<file path="src/rtl/uart_rx_frontend.sv">
// uart_rx_frontend: oversampling UART receiver feeding an async FIFO write port.
// Optional even-parity checking and the parity_err port are enabled by UART_RX_PARITY_EN.
module uart_rx_frontend #(
    parameter int DATA_BITS    = 8,
    parameter int CLKS_PER_BIT = 16
) (
    input  logic                 wr_clk,
    input  logic                 wr_rst,
    input  logic                 rx,
    input  logic                 full,
    output logic [DATA_BITS-1:0] rx_data,
    output logic                 rx_valid,
    output logic                 frame_err,
    output logic                 overrun,
`ifdef UART_RX_PARITY_EN
    output logic                 parity_err,
`endif
    output logic                 busy
);
    localparam int CW = $clog2(CLKS_PER_BIT);
    localparam int BW = $clog2(DATA_BITS + 1);
    localparam logic [CW-1:0] LAST  = CW'(CLKS_PER_BIT - 1);
    localparam logic [CW-1:0] HALF  = CW'(CLKS_PER_BIT / 2 - 1);
    localparam logic [BW-1:0] BLAST = BW'(DATA_BITS - 1);
    typedef enum logic [2:0] {IDLE, START, DATA, PARITY, STOP, WAIT_HIGH} state_t;
    state_t state, state_next;
    logic [1:0] sync;
    logic rx_s;
    logic [CW-1:0] cnt;
    logic [BW-1:0] bit_cnt;
    logic [DATA_BITS-1:0] shreg;
    logic at_last, stop_smp, par_bad;
    logic valid_d, ferr_d, ovr_d;
    assign rx_s     = sync[1];
    assign at_last  = cnt == LAST;
    assign stop_smp = state == STOP && at_last;
`ifdef UART_RX_PARITY_EN
    logic par_bit;
    assign par_bad = ^{shreg, par_bit};
`else
    assign par_bad = 1'b0;
`endif
    always_ff @(posedge wr_clk) begin
        if (wr_rst) begin
            sync      <= 2'b11;
            state     <= IDLE;
            cnt       <= '0;
            bit_cnt   <= '0;
            shreg     <= '0;
            rx_data   <= '0;
            rx_valid  <= 1'b0;
            frame_err <= 1'b0;
            overrun   <= 1'b0;
`ifdef UART_RX_PARITY_EN
            par_bit    <= 1'b0;
            parity_err <= 1'b0;
`endif
        end else begin
            sync      <= {sync[0], rx};
            state     <= state_next;
            cnt       <= (state_next != state || at_last) ? '0 : cnt + 1'b1;
            bit_cnt   <= state == DATA ? bit_cnt + BW'(at_last) : '0;
            shreg     <= (state == DATA && at_last) ? {rx_s, shreg[DATA_BITS-1:1]} : shreg;
            rx_data   <= valid_d ? shreg : rx_data;
            rx_valid  <= valid_d;
            frame_err <= ferr_d;
            overrun   <= ovr_d;
`ifdef UART_RX_PARITY_EN
            par_bit    <= (state == PARITY && at_last) ? rx_s : par_bit;
            parity_err <= stop_smp && rx_s && par_bad;
`endif
        end
    end
    always_comb begin
        state_next = state;
        case (state)
            IDLE:      state_next = rx_s ? IDLE : START;
            START:     if (cnt == HALF) state_next = rx_s ? IDLE : DATA;
`ifdef UART_RX_PARITY_EN
            DATA:      if (at_last && bit_cnt == BLAST) state_next = PARITY;
            PARITY:    if (at_last) state_next = STOP;
`else
            DATA:      if (at_last && bit_cnt == BLAST) state_next = STOP;
`endif
            STOP:      if (at_last) state_next = rx_s ? IDLE : WAIT_HIGH;
            WAIT_HIGH: if (rx_s) state_next = IDLE;
            default:   state_next = IDLE;
        endcase
    end
    // Error priority: a low stop bit masks parity, and parity masks overrun.
    always_comb begin
        busy    = state != IDLE;
        ferr_d  = stop_smp && !rx_s;
        ovr_d   = stop_smp && rx_s && !par_bad && full;
        valid_d = stop_smp && rx_s && !par_bad && !full;
    end
endmodule

</file>
<file path="config.mk">
export PLATFORM = sky130hd
export DESIGN_NAME = uart_rx_frontend
export DESIGN_NICKNAME = d
export VERILOG_FILES = /design/src/rtl/uart_rx_frontend.sv
export SDC_FILE = /design/constraint.sdc
export NUM_CORES = 1
export LEC_CHECK = 0
export ABC_CLOCK_PERIOD_IN_PS = 3400
export CORE_UTILIZATION = 57
export DETAILED_ROUTE_END_ITERATION = 7
export GPL_TIMING_DRIVEN = 0
export PLACE_DENSITY = 0.79
export SETUP_SLACK_MARGIN = 0.3
export SLEW_MARGIN = 20
export SYNTH_ARGS = -nofsm -noshare
export SYNTH_HDL_FRONTEND = slang
export SYNTH_SLANG_ARGS = --single-unit
</file>
<file path="constraint.sdc">
create_clock -name wr_clk -period 3.4 [get_ports wr_clk]
set_input_delay 0.68 -clock wr_clk [delete_from_list [all_inputs] [get_ports wr_clk]]
set_output_delay 0.68 -clock wr_clk [all_outputs]
set_load 0.005 [all_outputs]
</file>
== Word level (Yosys, flattened, before mapping) ==
Cells that the tools add are included.

* Input port bits: 4
* Output and inout port bits: 12
* Register bits after elaboration: 32

* Muxes and demuxes: 8
* $add $sub $neg: 2
* Reductions and logical operators: 14
* Eq/ne operators: 8
* Bitwise operators: 1

{| class="wikitable"
|+ Operators by type and width
! cell !! count
|-
| $mux W3 || 5
|-
| $pmux W3 S5 || 1
|-
| $eq A4 B3 Y1 const B || 2
|-
| $logic_and A1 B1 Y1 || 7
|-
| $eq A3 B3 Y1 const B || 2
|-
| $add A4 B1 Y4 || 1
|-
| $add A4 B1 Y4 const B || 1
|-
| $eq A4 B4 Y1 const B || 1
|-
| $reduce_or A2 Y1 || 2
|-
| $eq A3 B1 Y1 const B || 1
|-
| $eq A3 B2 Y1 const B || 1
|-
| $logic_not A3 Y1 || 1
|-
| $ne A3 B3 Y1 || 1
|-
| $reduce_bool A3 Y1 || 1
|-
| $logic_not A1 Y1 || 2
|-
| $mux W2 || 1
|-
| $logic_or A1 B1 Y1 || 1
|-
| $mux W1 || 1
|-
| $not A1 Y1 || 1
|}

== Logic depth before layout (Yosys ltp) ==
Gate-level depths: netlist of the first run.

* Depth after elaboration: 7
* Gate-level depth with buffers: 6
* Mapped depth without buffers: 6

== Least setup slack after synthesis of the first run ==
OpenSTA, ideal clock, no wires.

* Kind: input to register
* From: input port wr_rst
* To: register state[2]
* Library setup time: 0.070 ns
* Cell stages on the path: 3
* Arrival time: 1.553 ns
* Data required time: 3.330 ns
* Path slack: 1.777 ns
* Buffers on the path: 1
* Cells stage by stage: or4b_2 > clkbuf_1 > o2bb2ai_1

{| class="wikitable"
|+ RTL lines
! item !! RTL line !! text
|-
| start: declaration || 8 || <nowiki>input logic wr_rst,</nowiki>
|-
| end signal: assignment || 60 || <nowiki>state <= state_next;</nowiki>
|-
| end: declaration || 26 || <nowiki>state_t state, state_next;</nowiki>
|}

== Final worst setup path of the first run ==
* From: register state[1]
* To: output port busy

* Word-level cells in the longest chain between the ends: 1

{| class="wikitable"
|+ Ends and longest elaborated chain
! item !! RTL line !! text
|-
| $reduce_bool A3 Y1 || 92 || <nowiki>busy = state != IDLE;</nowiki>
|-
| end: declaration || 18 || <nowiki>output logic busy</nowiki>
|}

No other way between the ends.

==> results of run 1 <==
## power groups by stage
stage	logic, W	registers, W	clock network, W
2_1_floorplan	0.0000165	0.000391	0
3_3_place_gp	0.0000253	0.000392	0
3_5_place_dp	0.0000258	0.000392	0
4_1_cts	0.0000261	0.000384	0.000286
5_1_grt	0.0000295	0.000384	0.000301
6_report	0.0000258	0.000384	0.000278
## Yosys cell counts
cell type and number:
dfxtp_1 32, ha_1 2, nand3_1 4, nand2b_1 18, or2_2 4, or3_1 2
nand3b_1 1, nor2_1 7, or4_4 1, nor3b_1 1, and2_1 1, and3_1 1
o221ai_1 1, or4b_2 1, nor3b_2 1, xnor2_1 4, nand4b_4 1, nand2_1 2
o21ai_0 2, nor3_1 7, a21oi_1 4, mux2i_1 16, buf_6 1, o2bb2ai_1 2
nor4_4 1, clkbuf_1 4, buf_2 1, inv_1 3, a2111oi_0 1
## cells by family (layout without fill, tap and decap cells)
group	Yosys count	in the layout	synth area share [%]
AOI/OAI and AO/OA	10	10	4.95
xor gates and xnor gates	4	4	2.67
adders and majority gates	2	2	1.90
buffers and inverters	9	32	3.24
DFF	32	32	48.8
muxes	16	16	12.2
and+or+nand+nor	53	53	26.3
## state kept, by name (all words and copies together), names as in the netlist
name       count
rx_valid       1
rx_data        8
cnt            4
state          3
bit_cnt        4
shreg          8
overrun        1
frame_err      1
sync           2
## cells in the final DEF, fill, tap and decap left out, drive strengths merged, types with 3 or more instances in the layout
| cell type | netlist | layout |
|---|---|---|
| or2 | 4 | 4 |
| nand2b | 18 | 18 |
| nand3 | 4 | 4 |
| dfxtp | 32 | 32 |
| clkdlybuf4s50 | 0 | 15 |
| nor2 | 7 | 7 |
| xnor2 | 4 | 4 |
| clkbuf | 4 | 10 |
| a21oi | 4 | 4 |
| nor3 | 7 | 7 |
| inv | 3 | 3 |
| mux2i | 16 | 16 |
## layout make-up
cell class                 count  area, um2  share of cell area (%)
sequential                    32        641                    40.7
multi-input combinational     85        631                    40.0
timing repair buffer          15        150                    9.53
clock buffer                   6       41.3                    2.62
clock inverter                 2       35.0                    2.22
tap                           28       35.0                    2.22
buffer                         6       31.3                    1.99
inverter                       3       11.3                   0.715
## worst paths after layout
check / startpoint / to / slack, ps / depth (start not counted)
hold reg to reg: sync[0] / sync[1] / 440 / 1
setup reg to reg: cnt[0] / rx_data[3] / 1690 / 5
setup / recovery: state[1] / busy / 1070 / 3
hold / removal: sync[0] / sync[1] / 440 / 1
## stage by stage
step / instances / area, um2
2_1_floorplan: 126 / 1310
3_3_place_gp: 169 / 1500
3_5_place_dp: 169 / 1500
6_report: 177 / 1580
4_1_cts: 177 / 1580
5_1_grt: 177 / 1580
## metal layers
metal / global-route usage [%] / share of wire, %
met4: 13.8 / 2.4
met3: 9.57 / 6.1
met2: 30.2 / 43
met1: 26.1 / 49
met5: 0 / 0
==> impl_metrics.py, run 1 <==
metrics = {
    "critical_path": {
        "end_kind": "output port",
        "arrival_ps": 1650,
        "slowest_delay_ps": 470,
        "crit_family": "buffers and inverters",
        "startpoint_type": "flip-flop",
        "critPathSlowestCell": "clkdlybuf4s50_1",
        "cp.required_ps": 2720,
        "critPathMaxFanout": 9,
        "path_buf_inv": 2,
        "crit_chain": "buf_2 > or3_1 > clkdlybuf4s50_1",
        "critPathKind": "flip-flop to output port",
    },
    "drt": {
        "initialDrtViolationCount": 10,
        "ant_nets": 0,
        "via_per_inst": 5.23,
        "vias": 925,
        "first_pass_iters": 4,
        "route.detailed.drc": 0,
        "routedWlPerCell_um": 12.0,
        "drt-total-wl_um": 2130,
    },
    "floorplanning": {
        "core_um2": 2190,
        "die-area_um2": 2500,
        "initial_utilization_pct": 60.0,
        "die_x_um": 50.0,
        "die_h_um": 50.0,
        "rows": 17,
        "ios": 16,
    },
    "placement": {
        "portBuffers": 15,
        "place_ws_ps": 1240,
        "dp_hpwl_um": 1520,
        "gp_congestion": 0.833,
    },
    "cts": {
        "cts_tree": "built",
        "post_cts_buffers": 0,
        "clock_path_buffers": 2,
        "h-tree-depth": 2,
        "insertion_delay_ps": 330,
        "cts.clk_slew.worst_paths_ps": 100,
        "cts_buffers": 5,
        "cts-root-buf": "clkbuf_4",
        "hold_buffers": 0,
        "cts.sinks": 32,
        "cts_resized": 0,
    },
    "synthesis": {
        "yosysWarnings": 0,
        "ys_seq_elements": 32,
        "avgSynthCellArea_um2": 10.4,
        "synthTopCellsByArea": "dfxtp_1, mux2i_1, nand2b_1",
        "synthDistinctLibCells": 29,
        "synth_top_area_share_pct": 48.8,
        "synthCells": 126,
        "netlist_area_um2": 1310,
        "ys_seq_area_share_pct": 48.8,
        "syn_nets": 132,
        "synth.largest_area_cell": "dfxtp_1",
    },
    "sta": {
        "hold_slack_ps": 437,
        "rsz0062_at_grt": "no",
        "period_minus_slack_ps": 2330,
        "hold_viol": 0,
        "setup_viol": 0,
        "fin_crit_sh_pct": 68.6,
        "slew_headroom_pct": 71.9,
        "setup_slack_ps": 1070,
        "tightest_slew_ps": 418,
        "max_freq_mhz": 429,
        "fin_tns_setup_ps": 0,
        "drv_slew": 0,
        "finalClockSkew_ps": 8.92,
    },
    "global_route": {
        "grt.overflow.total": 0,
        "grt_max_degree": 11,
        "grt_pass1_wl_um": 3800,
        "grt.total_usage_pct": 21.5,
        "grt_pass1_vias": 825,
        "antenna_found_initial": 0,
    },
    "pwr": {
        "power.density_nw_per_um2": 437,
        "sw_frac_of_total_pct": 20.4,
        "power_w": 0.000688,
        "p_int_w": 0.000547,
        "p_leak_nw": 0.601,
        "clockPowerShare_pct": 40.5,
        "p_sw_w": 0.000140,
        "p_seq_share_pct": 55.8,
        "combPwrFrac_pct": 3.8,
        "ir_drop_mv": 0.467,
    },
    "final_layout": {
        "utilization_pct": 71.9,
        "antenna_cells_inserted": 0,
        "drive_gt1_share_pct": 12.1,
        "nNetsFinal": 154,
        "syn_to_final_growth_pct": 19.9,
        "fillerInstances": 171,
    },
    "worst_hold_path": {
        "hp-class": "flip-flop to flip-flop",
    },
    "flow_run": {
        "max_cap_violations": 0,
    },
    "status": {
        "outcome": "completed",
    },
}
No activity file was read; power rests on OpenSTA's default activity.
==> run 2: changes to the inputs <==
ABC_CLOCK_PERIOD_IN_PS = 2100   (was 3400)
CORE_UTILIZATION = 48   (was 57)
PLACE_DENSITY = 0.71   (was 0.79)
clock period = 2.1 ns   (was 3.4 ns; I/O delays follow)
==> impl_metrics.py, run 2 (synthesized netlist as in run 1, its figures left out) <==
metrics = {
    "cts": {
        "cts_resized": 6,
        "cts.clk_slew.worst_paths_ps": 90,
        "h-tree-depth": 2,
        "cts_buffers": 5,
        "clock_path_buffers": 2,
        "hold_buffers": 0,
        "cts-root-buf": "clkbuf_4",
        "post_cts_buffers": 0,
        "cts.sinks": 32,
        "insertion_delay_ps": 320,
        "cts_tree": "built",
    },
    "drt": {
        "first_pass_iters": 4,
        "via_per_inst": 5.17,
        "drt-total-wl_um": 2280,
        "vias": 920,
        "routedWlPerCell_um": 12.8,
        "route.detailed.drc": 0,
        "initialDrtViolationCount": 12,
        "ant_nets": 0,
    },
    "sta": {
        "finalClockSkew_ps": 4.54,
        "slew_headroom_pct": 71.9,
        "rsz0062_at_grt": "no",
        "period_minus_slack_ps": 1720,
        "fin_crit_sh_pct": 82.0,
        "setup_viol": 0,
        "hold_viol": 0,
        "max_freq_mhz": 580,
        "fin_tns_setup_ps": 0,
        "tightest_slew_ps": 419,
        "drv_slew": 0,
    },
    "pwr": {
        "p_seq_share_pct": 59.5,
        "ir_drop_mv": 0.573,
        "p_leak_nw": 0.596,
        "sw_frac_of_total_pct": 20.8,
        "combPwrFrac_pct": 4.0,
        "clockPowerShare_pct": 36.4,
        "p_sw_w": 0.000217,
        "power.density_nw_per_um2": 665,
        "p_int_w": 0.000826,
    },
    "final_layout": {
        "final_cell_mix": "dfxtp_1, nand2b_1, mux2i_1",
        "final_common_cell": "dfxtp_1",
        "utilization_pct": 62.2,
        "syn_to_final_growth_pct": 19.4,
        "drive_gt1_share_pct": 13.5,
        "antenna_cells_inserted": 0,
        "nNetsFinal": 154,
        "reg_top3": "rx_data (8), shreg (8)",
    },
    "global_route": {
        "grt.total_usage_pct": 19.2,
        "antenna_found_initial": 0,
        "grt_max_degree": 11,
        "grt_pass1_wl_um": 3860,
        "grt_pass1_vias": 827,
        "grt.overflow.total": 0,
    },
    "placement": {
        "portBuffers": 15,
        "gp_congestion": 0.768,
        "dp_hpwl_um": 1640,
    },
    "floorplanning": {
        "core_um2": 2520,
        "die_x_um": 54.3,
        "initial_utilization_pct": 52.1,
        "ios": 16,
        "die_h_um": 54.3,
        "die-area_um2": 2950,
        "rows": 18,
    },
    "critical_path": {
        "crit_family": "simple AND/OR/NAND/NOR gates",
        "critPathSlowestCell": "or3_4",
        "cp.required_ps": 1680,
        "ff2ff_path_depth": 5,
        "timing.rr.end": "rx_data[0]",
        "crit_chain": "buf_4 > or3_4 > buf_2",
        "slowest_delay_ps": 370,
        "startpoint_type": "flip-flop",
        "critPathMaxFanout": 9,
        "end_kind": "output port",
        "worstSetupStartpoint": "state[1]",
        "critPathKind": "flip-flop to output port",
        "reg2reg_from": "cnt[0]",
        "arrival_ps": 1300,
        "path_buf_inv": 2,
        "regToRegSetupSlack_ps": 390,
    },
    "status": {
        "outcome": "completed",
    },
    "flow_run": {
        "max_cap_violations": 0,
    },
    "worst_hold_path": {
        "min-delay-start": "sync[0]",
        "hp-class": "flip-flop to flip-flop",
        "hold_depth": 1,
        "whs_endpoint": "sync[1]",
    },
}
-- run 2: changes by cell type in the layout (fill, tap and decap cells not counted) --
cell,delta
clkbuf_8,+2
buf_4,+1
clkbuf_1,-1
or3_4,+1
clkinv_2,-1
bufinv_16,-1
clkdlybuf4s50_1,-1
or3_1,-1
-- run 2: layer usage --
metal	GRT usage, %	vias up	routed length (um)
met3	8.61	2	135
li1	-	474	-
met5	0	-	0
met4	6.41	0	13
met2	26.4	20	974
met1	26.2	424	1150
-- run 2: area by class of cell --
class,count,area (um2)
plain buffers,6,33.8
fillers,226,953
clock buffers,7,65.1
repair buffers,15,145
flip-flops and latches,32,641
inverters,3,11.3
multi-input cells,85,636
well taps,30,37.5
-- run 2: worst max-delay path by stage --
stage,end,slack (ps),cells after the start
floorplan,rx_data[1],500,5
global placement,state[1],200,4
detailed placement,state[2],200,4
CTS,busy,370,3
global route,rx_data[0],310,5
finish,busy,380,3
-- run 2: power groups by stage --
stage	Combinational (W)	Sequential, W	Clock (W)
floorplan	0.0000268	0.000634	0
global placement	0.0000406	0.000635	0
detailed placement	0.0000426	0.000635	0
CTS	0.0000425	0.000621	0.000391
global route	0.0000469	0.000623	0.000421
finish	0.0000419	0.000621	0.000380
-- run 2: metrics by stage --
stage	hold slack (ps)	setup WS, ps	instance area (um2)	total power, W	instances
floorplan	389	497	1310	0.000660	126
global placement	401	198	1500	0.000675	171
detailed placement	403	197	1500	0.000678	171
CTS	425	371	1570	0.00105	178
global route	437	310	1570	0.00109	178
finish	420	377	1570	0.00104	178
==> run 3: changes to the inputs <==
ABC_CLOCK_PERIOD_IN_PS = 1500   (was 2100)
clock period = 1.5 ns   (was 2.1 ns; I/O delays follow)
==> impl_metrics.py, run 3 (synthesized netlist as in run 1, its figures left out) <==
metrics = {
    "critical_path": {
        "crit_chain": "buf_6 > or3_4 > buf_6",
        "slowest_delay_ps": 340,
        "cp.required_ps": 1200,
        "startpoint_type": "flip-flop",
        "critPathMaxFanout": 3,
        "cp_common_cell": "buf_6",
        "end_kind": "output port",
        "ff2ff_path_depth": 5,
        "critPathKind": "flip-flop to output port",
        "critPathSlowestCell": "or3_4",
        "arrival_ps": 1240,
    },
    "drt": {
        "dr_wl_met3_um": 78,
        "wl_met1_um": 1190,
        "route.detailed.drc": 0,
        "routed-wl-met2_um": 1500,
        "top_layer_used": "met4",
        "initialDrtViolationCount": 7,
        "drt-total-wl_um": 2800,
        "first_pass_iters": 4,
        "via_per_inst": 5.21,
        "routedWlPerCell_um": 14.2,
        "ant_nets": 0,
        "vias": 1027,
    },
    "status": {
        "outcome": "finished with violations",
        "violations": "setup timing",
    },
    "global_route": {
        "grt.total_usage_pct": 20.5,
        "grt_pass1_wl_um": 4130,
        "grt.overflow.total": 0,
        "grt_pass1_vias": 927,
        "antenna_found_initial": 0,
        "grt_max_degree": 11,
    },
    "sta": {
        "rsz0062_at_grt": "yes",
        "period_minus_slack_ps": 1540,
        "setup_viol": 5,
        "slew_headroom_pct": 74.8,
        "hold_slack_ps": 420,
        "drv_slew": 0,
        "tightest_slew_ps": 379,
        "setup_slack_ps": -36.2,
        "hold_viol": 0,
        "max_freq_mhz": 651,
        "fin_tns_setup_ps": -114,
        "finalClockSkew_ps": 8.35,
        "fin_crit_sh_pct": 102,
    },
    "cts": {
        "clock_path_buffers": 2,
        "cts_buffers": 5,
        "h-tree-depth": 2,
        "cts-root-buf": "clkbuf_4",
        "cts.sinks": 32,
        "insertion_delay_ps": 330,
        "cts_tree": "built",
        "hold_buffers": 0,
        "cts.clk_slew.worst_paths_ps": 90,
    },
    "pwr": {
        "power.density_nw_per_um2": 738,
        "ir_drop_mv": 0.672,
        "p_leak_nw": 0.743,
    },
    "floorplanning": {
        "rows": 18,
        "die_h_um": 54.3,
        "initial_utilization_pct": 52.1,
        "die-area_um2": 2950,
        "core_um2": 2520,
        "ios": 16,
        "die_x_um": 54.3,
    },
    "final_layout": {
        "antenna_cells_inserted": 0,
        "drive_gt1_share_pct": 49.7,
        "nNetsFinal": 173,
        "utilization_pct": 76.7,
        "reg_top3": "rx_data (8), shreg (8)",
        "syn_to_final_growth_pct": 47.2,
        "final_cell_mix": "nand2b_1, dfxtp_1, mux2i_1",
        "fillerInstances": 180,
        "final_common_cell": "nand2b_1",
    },
    "worst_hold_path": {
        "hp-class": "flip-flop to flip-flop",
        "hold_depth": 1,
    },
    "flow_run": {
        "max_cap_violations": 0,
    },
    "placement": {
        "portBuffers": 15,
        "dp_hpwl_um": 1580,
        "gp_congestion": 0.746,
    },
}
run 3: changes by cell type in the layout (fill, tap and decap cells not counted), sizes merged:
cell and delta:
buf +20, clkdlybuf4s50 -12, clkdlybuf4s15 +7, clkbuf +2, clkinv +1, dlygate4sd2 +1
run 3: repair_timing:
item	in CTS	in global routing
pin swaps	8	8
gates resized for setup	66	25
buffers inserted	14	5
endpoints found under the setup margin	42	39
run 3: power breakdown:
group	leakage [nW]	total (W)	internal, W	switching (W)
Clock	0.0281	0.000451	0.000172	0.000278
Combinational	0.449	0.000107	0.0000616	0.0000456
Sequential	0.267	0.000870	0.000858	0.0000117
run 3: final timing paths:
| check | slack [ps] | startpoint | endpoint |
|---|---|---|---|
| worst min register to register | 420 | sync[0] | sync[1] |
| worst max-delay path | -40 | state[1] | busy |
| worst min-delay path | 420 | sync[0] | sync[1] |
| worst max register to register | -20 | cnt[0] | rx_data[1] |
run 3: cell type report:
type,instances,area [um2],share of cell area (%)
multi-input combinational,85,831,42.9
sequential,32,664,34.3
timing repair buffer,34,292,15.1
buffer,6,52.6,2.72
clock buffer,6,41.3,2.13
tap,30,37.5,1.94
inverter,3,11.3,0.582
clock inverter,1,5.00,0.259
run 3: through the flow:
stage	setup WS [ps]	total power (W)	instances	instance area (um2)
after global placement	-247	0.000955	171	1530
after CTS	-24.6	0.00142	192	1830
final	-36.2	0.00143	197	1930
after detailed placement	-277	0.000957	171	1530
after global routing	-77.1	0.00149	197	1930
after floorplan	15.2	0.000933	126	1340
run 3: worst max-delay path: cells and delay by family (launching register included):
family        cells  cell delay [ps]
flops             1              330
simple gates      1              340
buf+inv           2              240
run 3: layer usage:
layer  track usage [%]  vias up
met2              34.8       15
li1                  -      517
met1              22.9      491
met3              8.33        4
met5                 0        -
met4              7.69        0
